## config.mk

```make
export PLATFORM = sky130hd
export DESIGN_NAME = uart_framer
export DESIGN_NICKNAME = d
export VERILOG_FILES = /design/src/rtl/uart_framer_pkg.sv /design/src/rtl/uart_framer_if.sv /design/src/rtl/uart_framer_tx.sv /design/src/rtl/uart_framer.sv
export SDC_FILE = /design/constraint.sdc
export NUM_CORES = 1
export LEC_CHECK = 0
export CORE_MARGIN = 2
export CORE_UTILIZATION = 48
export CTS_CLUSTER_DIAMETER = 60
export CTS_CLUSTER_SIZE = 30
export DETAILED_ROUTE_END_ITERATION = 8
export PLACE_DENSITY = 0.76
export SETUP_SLACK_MARGIN = 0.1
export SYNTH_ARGS = -nofsm -noshare
export SYNTH_HDL_FRONTEND = slang
export SYNTH_SLANG_ARGS = --single-unit
```

## constraint.sdc

```tcl
create_clock -name clk -period 10.8 [get_ports clk]
set_input_delay 2.7 -clock clk [delete_from_list [all_inputs] [get_ports clk]]
set_output_delay 2.7 -clock clk [all_outputs]
set_load 0.005 [all_outputs]
```

## src/rtl/uart_framer_pkg.sv

```systemverilog
// uart_framer_pkg: payload sizing, FSM state types, checksum helper.
// Optional checksum framing is enabled by defining UART_FRAMER_CHECKSUM_EN.
package uart_framer_pkg;

  localparam int PSIZE  = 84;
  localparam int NBYTES = (PSIZE + 7) / 8;
  localparam int PW     = 8 * NBYTES;

`ifdef UART_FRAMER_CHECKSUM_EN
  localparam int CSUM_BYTES = 1;
  typedef enum logic [1:0] {
    RX_HDR, RX_ADDR, RX_DATA, RX_CSUM
  } rx_state_e;
`else
  localparam int CSUM_BYTES = 0;
  typedef enum logic [1:0] {
    RX_HDR, RX_ADDR, RX_DATA
  } rx_state_e;
`endif

  localparam int TXB = NBYTES + CSUM_BYTES;

  typedef enum logic {
    TX_IDLE, TX_SEND
  } tx_state_e;

  function automatic logic [7:0] xor_bytes(
    input logic [PW-1:0] v
  );
    logic [7:0] r;
    r = '0;
    for (int i = 0; i < NBYTES; i++)
      r = r ^ v[8*i +: 8];
    return r;
  endfunction

endpackage

```

## src/rtl/uart_framer_if.sv

```systemverilog
// uart_framer_if: response-in / byte-out handshake bundle.
// Response width follows the shared package; no build options here.
interface uart_framer_if;
  import uart_framer_pkg::*;

  logic             rsp_valid;
  logic [PSIZE-1:0] rsp_data;
  logic             tx_valid;
  logic             tx_ready;
  logic [7:0]       tx_data;
  logic             rsp_overflow;

  modport master (
    output rsp_valid, rsp_data, tx_ready,
    input  tx_valid, tx_data, rsp_overflow
  );

  modport slave (
    input  rsp_valid, rsp_data, tx_ready,
    output tx_valid, tx_data, rsp_overflow
  );

endinterface

```

## src/rtl/uart_framer_tx.sv

```systemverilog
// uart_framer_tx: one-entry response buffer serialised MSB-first.
// Appends an XOR byte when UART_FRAMER_CHECKSUM_EN is defined.
module uart_framer_tx
  import uart_framer_pkg::*;
(
  input  logic         clk,
  input  logic         rst,
  uart_framer_if.slave bus
);

  localparam int TW = 8 * TXB;
  localparam int CW = $clog2(TXB + 1);

  tx_state_e      st_q, st_d;
  logic [TW-1:0]  buf_q, buf_d;
  logic [CW-1:0]  left_q, left_d;
  logic [7:0]     data_q, data_d;
  logic           vld_q, vld_d;
  logic           ovf_q, ovf_d;
  logic [TW-1:0]  load;

  // Frame image of the incoming response, first byte on top.
  always_comb begin
`ifdef UART_FRAMER_CHECKSUM_EN
    load = {PW'(bus.rsp_data), xor_bytes(PW'(bus.rsp_data))};
`else
    load = PW'(bus.rsp_data);
`endif
  end

  // Capture in idle, then one byte per handshake until empty.
  always_comb begin
    st_d   = st_q;
    buf_d  = buf_q;
    left_d = left_q;
    data_d = data_q;
    vld_d  = vld_q;
    ovf_d  = ovf_q;
    unique case (st_q)
      TX_IDLE: begin
        if (bus.rsp_valid) begin
          data_d = load[TW-1 -: 8];
          buf_d  = load << 8;
          left_d = CW'(TXB - 1);
          vld_d  = 1'b1;
          st_d   = TX_SEND;
        end
      end
      TX_SEND: begin
        if (bus.rsp_valid)
          ovf_d = 1'b1;
        if (bus.tx_ready) begin
          if (left_q == '0) begin
            vld_d = 1'b0;
            st_d  = TX_IDLE;
          end else begin
            data_d = buf_q[TW-1 -: 8];
            buf_d  = buf_q << 8;
            left_d = left_q - CW'(1);
          end
        end
      end
    endcase
  end

  // Transmit state and output registers.
  always_ff @(posedge clk or posedge rst) begin
    if (rst) begin
      st_q   <= TX_IDLE;
      buf_q  <= '0;
      left_q <= '0;
      data_q <= '0;
      vld_q  <= 1'b0;
      ovf_q  <= 1'b0;
    end else begin
      st_q   <= st_d;
      buf_q  <= buf_d;
      left_q <= left_d;
      data_q <= data_d;
      vld_q  <= vld_d;
      ovf_q  <= ovf_d;
    end
  end

  assign bus.tx_valid     = vld_q;
  assign bus.tx_data      = data_q;
  assign bus.rsp_overflow = ovf_q;

endmodule

```

## src/rtl/uart_framer.sv

```systemverilog
// uart_framer: UART byte stream <-> command/response framer.
// Checksum framing is enabled by defining UART_FRAMER_CHECKSUM_EN.
module uart_framer
  import uart_framer_pkg::*;
#(
  parameter int TIMEOUT_CYCLES = 100000
) (
  input  logic             clk,
  input  logic             rst,
  input  logic             rx_valid,
  input  logic [7:0]       rx_data,
  output logic             cmd_valid,
  output logic             cmd_wen,
  output logic [13:0]      cmd_addr,
  output logic [PSIZE-1:0] cmd_data,
  input  logic             rsp_valid,
  input  logic [PSIZE-1:0] rsp_data,
  output logic             tx_valid,
  input  logic             tx_ready,
  output logic [7:0]       tx_data,
  output logic [7:0]       err_count,
  output logic             rsp_overflow
);

  localparam int IW = $clog2(TIMEOUT_CYCLES + 1);
  localparam int BW = $clog2(NBYTES + 1);

  rx_state_e        rx_q, rx_d;
  logic [IW-1:0]    idle_q, idle_d;
  logic [BW-1:0]    bcnt_q, bcnt_d;
  logic             fwen_q, fwen_d;
  logic [5:0]       fhi_q, fhi_d;
  logic [7:0]       flo_q, flo_d;
  logic [PW-1:0]    pay_q, pay_d;
  logic [PW-1:0]    pay_nx;
  logic             cv_q, cv_d;
  logic             cw_q, cw_d;
  logic [13:0]      ca_q, ca_d;
  logic [PSIZE-1:0] cd_q, cd_d;
  logic [7:0]       err_q, err_d;
`ifdef UART_FRAMER_CHECKSUM_EN
  logic [7:0]       csum_q, csum_d;
`endif

  // Frame parser, idle timeout and command emission.
  always_comb begin
    rx_d   = rx_q;
    idle_d = idle_q;
    bcnt_d = bcnt_q;
    fwen_d = fwen_q;
    fhi_d  = fhi_q;
    flo_d  = flo_q;
    pay_d  = pay_q;
    cv_d   = 1'b0;
    cw_d   = cw_q;
    ca_d   = ca_q;
    cd_d   = cd_q;
    err_d  = err_q;
    pay_nx = PW'({pay_q, rx_data});
`ifdef UART_FRAMER_CHECKSUM_EN
    csum_d = csum_q;
`endif
    if (rx_valid) begin
      idle_d = '0;
`ifdef UART_FRAMER_CHECKSUM_EN
      csum_d = csum_q ^ rx_data;
`endif
      unique case (rx_q)
        RX_HDR: begin
          fwen_d = rx_data[7];
          fhi_d  = rx_data[5:0];
          pay_d  = '0;
          bcnt_d = '0;
          rx_d   = RX_ADDR;
`ifdef UART_FRAMER_CHECKSUM_EN
          csum_d = rx_data;
`endif
        end
        RX_ADDR: begin
          flo_d = rx_data;
          if (fwen_q) begin
            rx_d = RX_DATA;
          end else begin
`ifdef UART_FRAMER_CHECKSUM_EN
            rx_d = RX_CSUM;
`else
            rx_d = RX_HDR;
            cv_d = 1'b1;
            cw_d = 1'b0;
            ca_d = {fhi_q, rx_data};
            cd_d = '0;
`endif
          end
        end
        RX_DATA: begin
          pay_d = pay_nx;
          if (bcnt_q == BW'(NBYTES - 1)) begin
`ifdef UART_FRAMER_CHECKSUM_EN
            rx_d = RX_CSUM;
`else
            rx_d = RX_HDR;
            cv_d = 1'b1;
            cw_d = 1'b1;
            ca_d = {fhi_q, flo_q};
            cd_d = pay_nx[PSIZE-1:0];
`endif
          end else begin
            bcnt_d = bcnt_q + BW'(1);
          end
        end
`ifdef UART_FRAMER_CHECKSUM_EN
        RX_CSUM: begin
          rx_d = RX_HDR;
          if (rx_data == csum_q) begin
            cv_d = 1'b1;
            cw_d = fwen_q;
            ca_d = {fhi_q, flo_q};
            cd_d = fwen_q ? pay_q[PSIZE-1:0] : '0;
          end else begin
            err_d = (err_q == 8'hFF) ? err_q : err_q + 8'd1;
          end
        end
`endif
        default: rx_d = RX_HDR;
      endcase
    end else if (rx_q != RX_HDR) begin
      if (idle_q == IW'(TIMEOUT_CYCLES - 1)) begin
        rx_d   = RX_HDR;
        idle_d = '0;
        err_d  = (err_q == 8'hFF) ? err_q : err_q + 8'd1;
      end else begin
        idle_d = idle_q + IW'(1);
      end
    end
  end

  // Receive state, frame and command registers.
  always_ff @(posedge clk or posedge rst) begin
    if (rst) begin
      rx_q   <= RX_HDR;
      idle_q <= '0;
      bcnt_q <= '0;
      fwen_q <= 1'b0;
      fhi_q  <= '0;
      flo_q  <= '0;
      pay_q  <= '0;
      cv_q   <= 1'b0;
      cw_q   <= 1'b0;
      ca_q   <= '0;
      cd_q   <= '0;
      err_q  <= '0;
`ifdef UART_FRAMER_CHECKSUM_EN
      csum_q <= '0;
`endif
    end else begin
      rx_q   <= rx_d;
      idle_q <= idle_d;
      bcnt_q <= bcnt_d;
      fwen_q <= fwen_d;
      fhi_q  <= fhi_d;
      flo_q  <= flo_d;
      pay_q  <= pay_d;
      cv_q   <= cv_d;
      cw_q   <= cw_d;
      ca_q   <= ca_d;
      cd_q   <= cd_d;
      err_q  <= err_d;
`ifdef UART_FRAMER_CHECKSUM_EN
      csum_q <= csum_d;
`endif
    end
  end

  assign cmd_valid = cv_q;
  assign cmd_wen   = cw_q;
  assign cmd_addr  = ca_q;
  assign cmd_data  = cd_q;
  assign err_count = err_q;

  uart_framer_if tx_bus ();

  assign tx_bus.rsp_valid = rsp_valid;
  assign tx_bus.rsp_data  = rsp_data;
  assign tx_bus.tx_ready  = tx_ready;
  assign tx_valid         = tx_bus.tx_valid;
  assign tx_data          = tx_bus.tx_data;
  assign rsp_overflow     = tx_bus.rsp_overflow;

  uart_framer_tx u_tx (
    .clk (clk),
    .rst (rst),
    .bus (tx_bus)
  );

endmodule

```

==> results of run 1 <==
==> kinds of logic (layout without fill, tap and decap cells) <==
kind of cell,Yosys count,count (layout),synth area share
DFF,317,317,0.622
AOI/OAI and AO/OA,297,297,0.168
and+or+nand+nor,206,206,0.0740
muxes,107,107,0.0862
buffers and inverters,91,286,0.0293
xor gates and xnor gates,18,18,0.0124
adders and majority gates,9,9,0.00883
==> worst paths after layout <==
kind,to,slack [ns],from,depth (start not counted)
max in group asynchronous,u_tx.st_q$_DFF_PP0_,6.53,rst,4
hold / removal,u_tx.bus.rsp_overflow$_DFFE_PP0P_,0.46,u_tx.bus.rsp_overflow$_DFFE_PP0P_,1
setup / recovery,cmd_addr[8]$_DFFE_PP0P_,6.06,rx_valid,5
setup reg to reg,u_tx.buf_q[60]$_DFFE_PP0P_,7.80,u_tx.st_q$_DFF_PP0_,5
hold reg to reg,u_tx.bus.rsp_overflow$_DFFE_PP0P_,0.46,u_tx.bus.rsp_overflow$_DFFE_PP0P_,1
min in group asynchronous,u_tx.buf_q[41]$_DFFE_PP0P_,2.73,rst,3
==> metal layers <==
metal	wire, um	share of wire	track usage
met3	2140	0.072	0.0551
met2	13500	0.46	0.328
met4	568	0.019	0.0431
met1	13400	0.45	0.311
met5	0	0	0
==> flip-flops by register name (all words and copies together), names as in the netlist, 4 cells and up <==
signal and cells:
pay_q 76, cmd_addr 14, cmd_data 84, fhi_q 6
idle_q 17, bcnt_q 4, u_tx.buf_q 80, u_tx.bus.tx_data 8
flo_q 8, err_count 8, u_tx.left_q 4
==> power by group <==
part | switching [mW] | leakage [nW] | total [mW] | internal, mW
logic | 0.462 | 2.80 | 0.827 | 0.365
registers | 0.165 | 4.26 | 1.58 | 1.41
clock network | 0.488 | 0.467 | 1.05 | 0.559
==> cell type report <==
class	count	area, sq um
fill	2036	9950
sequential	317	7940
multi-input combinational	637	4490
timing repair buffer	224	2230
clock buffer	30	686
tap	335	419
clock inverter	17	287
inverter	15	60.1
==> through the flow <==
stage,total power [mW],setup WS (ns),util,cell area (sq um)
after global placement,2.40,5.49,0.581,15100
after detailed placement,2.43,5.49,0.581,15100
after CTS,3.49,6.09,0.618,16100
after global routing,3.66,5.90,0.618,16100
after floorplan,2.13,3.88,-,12800
final,3.45,6.06,0.618,16100
==> Yosys cell counts, types with 2 or more instances <==
library cell  instances  area (sq um)
a21o_1                2          15.0
a21oi_1              11          55.1
a22o_1              163          1430
a31oi_1               2          12.5
and2_1                3          18.8
and3_1                3          18.8
buf_1                 6          22.5
buf_2                16          80.1
clkbuf_1             51           191
dfrtp_1             317          7930
ha_1                  9           113
inv_1                15          56.3
mux2_2               23           259
mux2i_1              84           841
nand2_1             130           488
nand2b_1              2          12.5
nand3_1              10          50.1
nand3b_1              2          15.0
nand4_1               6          37.5
nor2_1               16          60.1
nor2b_1               3          18.8
nor3_1                7          35.0
nor3b_1               2          15.0
nor4_1                6          37.5
nor4bb_1              2          20.0
o21ai_0             107           536
o21ai_1               2          10.0
o22ai_1               2          12.5
o31ai_1               4          30.0
or3_1                 4          25.0
or4_1                 4          30.0
xnor2_1               9          78.8
xor2_1                9          78.8
==> worst max-delay path, delay by kind of cell <==
family                 cells  cell delay, ns
buffers and inverters      2            1.62
muxes                      1            0.43
AOI/OAI and AO/OA          2            0.41
==> results.txt, run 1 <==
CP max FO = 107
Post-Place Cells = 1528
#FFs+latches synth = 317
Layout cells sized above 1 = 0.0702
First-pass GRT wire length = 48900 um
DIE AREA = 0.0279 sq mm
Crit path capture type = flip-flop
Row count = 59
Synth Instances = 1045
Tcrit/Tclk final = 0.439
Initial DRT Pass Iterations = 6
Cell breakdown of the critical path = clkdlybuf4s50_1, o21ai_0, a221o_4, buf_4, mux2_2
Final #Nets = 1327
Bufs on Longest Clock Path = 3
WL final = 29600 um
Via count = 8882
H-tree lvl count = 1
Port Buffers = 214
Total negative setup slack = 0 ns
CTS sink count = 317
Total GRT Usage = 0.214
Max transition margin = 0.214
Pleak = 7.52 nW
GRT Residual Overflow = 0
Post-synth EDFFs = 0
Die H = 167 um
Resized cells post-CTS = 0
Num CTS Buffers = 26
Initial DRC count = 746
Setup Skew = 0.0444 ns
Post-synthesis cell type count = 46
Most common cell after layout, fill and taps aside = dfrtp_1
Placeable Area = 0.0261 sq mm
Largest net degree at the start of global routing = 190
Synthesis Warnings = 0
Max-slew violations = 0
WP data arrival = 5.19 ns
ANT cells = 0
Fin cells = 1575
Vias/cell = 5.64
Syn Area/Cell = 12.2 sq um
Skew-Pair Late Insertion Delay = 0.57 ns
CP peak stage delay = 0.86 ns
Sequential cell area fraction in the yosys report = 0.622
CTS Hold Bufs = 0
Gpl congestion = 0.784
RSZ-0062 raised after global routing = no
Mapped cell area = 0.0128 sq mm
Clock slew at reported path FFs = 0.09 ns
Min-delay worst type = flip-flop to flip-flop
Postcts setup bufs = 0
Critical path class = primary input to flip-flop
Dpl hpwl = 18800 um
Setup violators final = 0
Area Growth Syn to Fin = 26.3%
Fmax = 211 MHz
Initial core utilization = 0.490
Clock root cell = clkbuf_16
Required time of the critical path = 11.25 ns
Vias in the first global route = 8944
Worst vdd ir = 213 uV
Top FF cell, synth = dfrtp_1
Min Tclk post-route = 4.74 ns
Status = completed
Initial antenna violation count = 0
Die width = 167 um
Post-synth ARST share = 1.00
Synthesized net count = 1151
Worst-Margin Slew = 1.18 ns
WHS = 0.464 ns
Final routed DRC violation total = 0
CP max stage cell = buf_4
Critical path startpoint category = primary input
Fin. Hold Viols = 0
Antenna viol nets, final = 0
Avg WL per Cell = 18.8 um
Max-cap violations = 0
CTS tree = yes
I/O pin count = 215
PD cells = 214 mW/mm^2
Commonest non-fill, non-tap cells in the layout = dfrtp_1, clkdlybuf4s50_1, a22o_1
(Power assumes the default switching activity.)
==> inputs of run 2 (changes only) <==
==> constraint.sdc (replaced) <==
create_clock -name clk -period 4.2 [get_ports clk]
set_input_delay 1.05 -clock clk [delete_from_list [all_inputs] [get_ports clk]]
set_output_delay 1.05 -clock clk [all_outputs]
set_load 0.005 [all_outputs]
==> run 2 against run 1 <==
Effect of this change:
- total power grew 150%
- clock power grew 120%
- via count shrank 0.74%
- clock skew shrank 0.0021 ns
- core utilization shrank 0.086 points
==> results.txt, run 2 (synthesized netlist as in run 1, its figures left out) <==
CTS sink count = 317 (unchanged)
Multi-input logic area = 0.00449 sq mm (unchanged)
Gpl congestion = 0.799 (+1.9%)
Critical path class = primary input to flip-flop
Hold Crit Start = u_tx.buf_q[53]$_DFFE_PP0P_
Max-slew violations = 0 (unchanged)
WL final = 29700 um (+0.43%)
Row count = 59 (unchanged)
PD cells = 531 mW/mm^2 (+150%)
Pleak = 7.50 nW (-0.23%)
R2R cell count = 5 (unchanged)
Cell breakdown of the critical path = clkdlybuf4s50_1, buf_4, and2_2, nand2_1, nor2_4, buf_12, a22o_1
CTS Hold Bufs = 0 (unchanged)
Critical path startpoint category = primary input
Worst reg2reg path startpoint = bcnt_q[0]$_DFFE_PP0P_
Max reg flops = 84 (unchanged)
Max-cap violations = 0 (unchanged)
I/O pin count = 215 (unchanged)
Final routed DRC violation total = 0 (unchanged)
Total power draw = 8.54 mW (+150%)
CP max stage cell = and2_2
Bufs on Longest Clock Path = 3 (unchanged)
Num CTS Buffers = 23 (-12%)
Layout cells sized above 1 = 0.0717 (+0.00150)
Total GRT Usage = 0.214 (about the same)
Port Buffers = 214 (unchanged)
Skew-Pair Late Insertion Delay = 0.53 ns (-0.04 ns)
WP data arrival = 3.16 ns (-2.03 ns)
Cell family with most CP delay = buffers and inverters
Tcrit/Tclk final = 0.639
Required time of the critical path = 4.68 ns (-6.57 ns)
Area Growth Syn to Fin = 26.1%
Min-delay worst type = flip-flop to flip-flop
Resized cells post-CTS = 0 (unchanged)
Commonest non-fill, non-tap cells in the layout = dfrtp_1, clkdlybuf4s50_1, a22o_1
CTS tree = yes
DIE AREA = 0.0279 sq mm (unchanged)
Min setup slack post-route = 1.51 ns (-4.54 ns)
Worst path depth = 7 (+2)
ANT cells = 0 (unchanged)
Buffers & Inverters on Critical Path = 3 (+1)
Initial antenna violation count = 0 (unchanged)
Largest net degree at the start of global routing = 154 (-19%)
Die width = 167 um (unchanged)
Worst-Margin Slew = 1.17 ns (-0.0134 ns)
RSZ-0062 raised after global routing = no
Dpl hpwl = 19200 um (+2.0%)
Crit path capture type = flip-flop
First-pass GRT wire length = 49000 um (+0.13%)
Max transition margin = 0.223 (+0.00890)
Clock root cell = clkbuf_16
Min Tclk post-route = 2.69 ns
Status = completed
Placeable Area = 0.0261 sq mm (unchanged)
Initial DRC count = 698 (-6.4%)
Antenna viol nets, final = 0 (unchanged)
Setup violators final = 0 (unchanged)
Vias/cell = 5.59 (-0.87%)
Worst reg2reg endpoint = cmd_addr[13]$_DFFE_PP0P_
CP Launch Point = rx_valid
Postcts setup bufs = 0 (unchanged)
Worst vdd ir = 514 uV (+140%)
Most common cell after layout, fill and taps aside = dfrtp_1
Setup Skew = 0.0423 ns (-0.00207 ns)
Avg WL per Cell = 18.9 um (+0.30%)
CP peak stage delay = 0.49 ns (-0.37 ns)
Initial core utilization = 0.490 (unchanged)
Final #Nets = 1332 (+0.38%)
H-tree lvl count = 1 (unchanged)
Clock slew at reported path FFs = 0.10 ns (about the same)
Fin. Hold Viols = 0 (unchanged)
Filler cells = 2078 (+2.1%)
Fmax = 372 MHz
CP max FO = 85 (-21%)
Die H = 167 um (unchanged)
Via count = 8816 (-0.74%)
Vias in the first global route = 8815 (-1.4%)
Initial DRT Pass Iterations = 5 (-1)
GRT Residual Overflow = 0 (unchanged)
FF/Latch Area = 0.00794 sq mm (unchanged)
Placement Setup Slack = 1.00 ns (-4.49 ns)
FF-to-FF setup slack = 1.56 ns (-6.24 ns)
Worst Setup EP = cmd_data[24]$_DFFE_PP0P_
## run 2: cell types whose count changed in the layout (fill, tap and decap cells not counted), sizes merged
cell	previous run	this run
buf	10	18
bufinv	3	0
clkbuf	30	26
clkinv	7	8
clkinvlp	2	3
inv	20	19
## run 2: worst reg2reg max path, stage by stage (launching register included)
cell and delay (ns):
dfrtp_1 0.40, inv_1 0.08, ha_1 0.20, nand3b_1 0.40, a221o_4 1.00, mux2_2 0.47
## run 2: how the worst min path moves through the flow
stage / depth (start not counted) / slack, ns / end
2_1_floorplan: 2 / 0.45 / u_tx.buf_q[16]$_DFFE_PP0P_
3_3_place_gp: 1 / 0.44 / u_tx.bus.rsp_overflow$_DFFE_PP0P_
3_5_place_dp: 1 / 0.47 / cmd_wen$_DFFE_PP0P_
4_1_cts: 2 / 0.49 / u_tx.buf_q[63]$_DFFE_PP0P_
5_1_grt: 1 / 0.50 / u_tx.bus.rsp_overflow$_DFFE_PP0P_
6_report: 2 / 0.48 / u_tx.buf_q[53]$_DFFE_PP0P_
## run 2: routing by layer
metal / wire [um] / part of all wire / vias up / track usage
li1: - / - / 4135 / -
met1: 13700 / 0.46 / 4436 / 0.310
met2: 13800 / 0.46 / 226 / 0.339
met3: 2010 / 0.068 / 19 / 0.0494
met4: 259 / 0.0087 / 0 / 0.0319
met5: 0 / 0 / - / 0
## run 2: report_power, final
part           leakage, nW  switching, mW  total (mW)  internal (mW)
clock                0.379           1.22        2.33           1.11
sequential            4.26          0.430        4.05           3.62
combinational         2.87           1.18        2.16          0.971
## run 2: layout make-up
cell class / instances / area share
well taps: 335 / 0.0261
flip-flops and latches: 317 / 0.493
clock buffers: 26 / 0.0371
inverters: 15 / 0.00373
repair buffers: 232 / 0.148
clock inverters: 15 / 0.0128
multi-input cells: 637 / 0.279
## run 2: per-stage QoR
| stage | instances | hold slack (ns) | utilization | setup TNS (ns) | cell area, sq um |
|---|---|---|---|---|---|
| after CTS | 1577 | 0.486 | 0.617 | 0 | 16100 |
| after detailed placement | 1536 | 0.469 | 0.586 | 0 | 15300 |
| after global routing | 1577 | 0.503 | 0.617 | 0 | 16100 |
| after floorplan | 1045 | 0.450 | - | -340.72 | 12800 |
| final | 1577 | 0.481 | 0.617 | 0 | 16100 |
| after global placement | 1536 | 0.440 | 0.586 | 0 | 15300 |
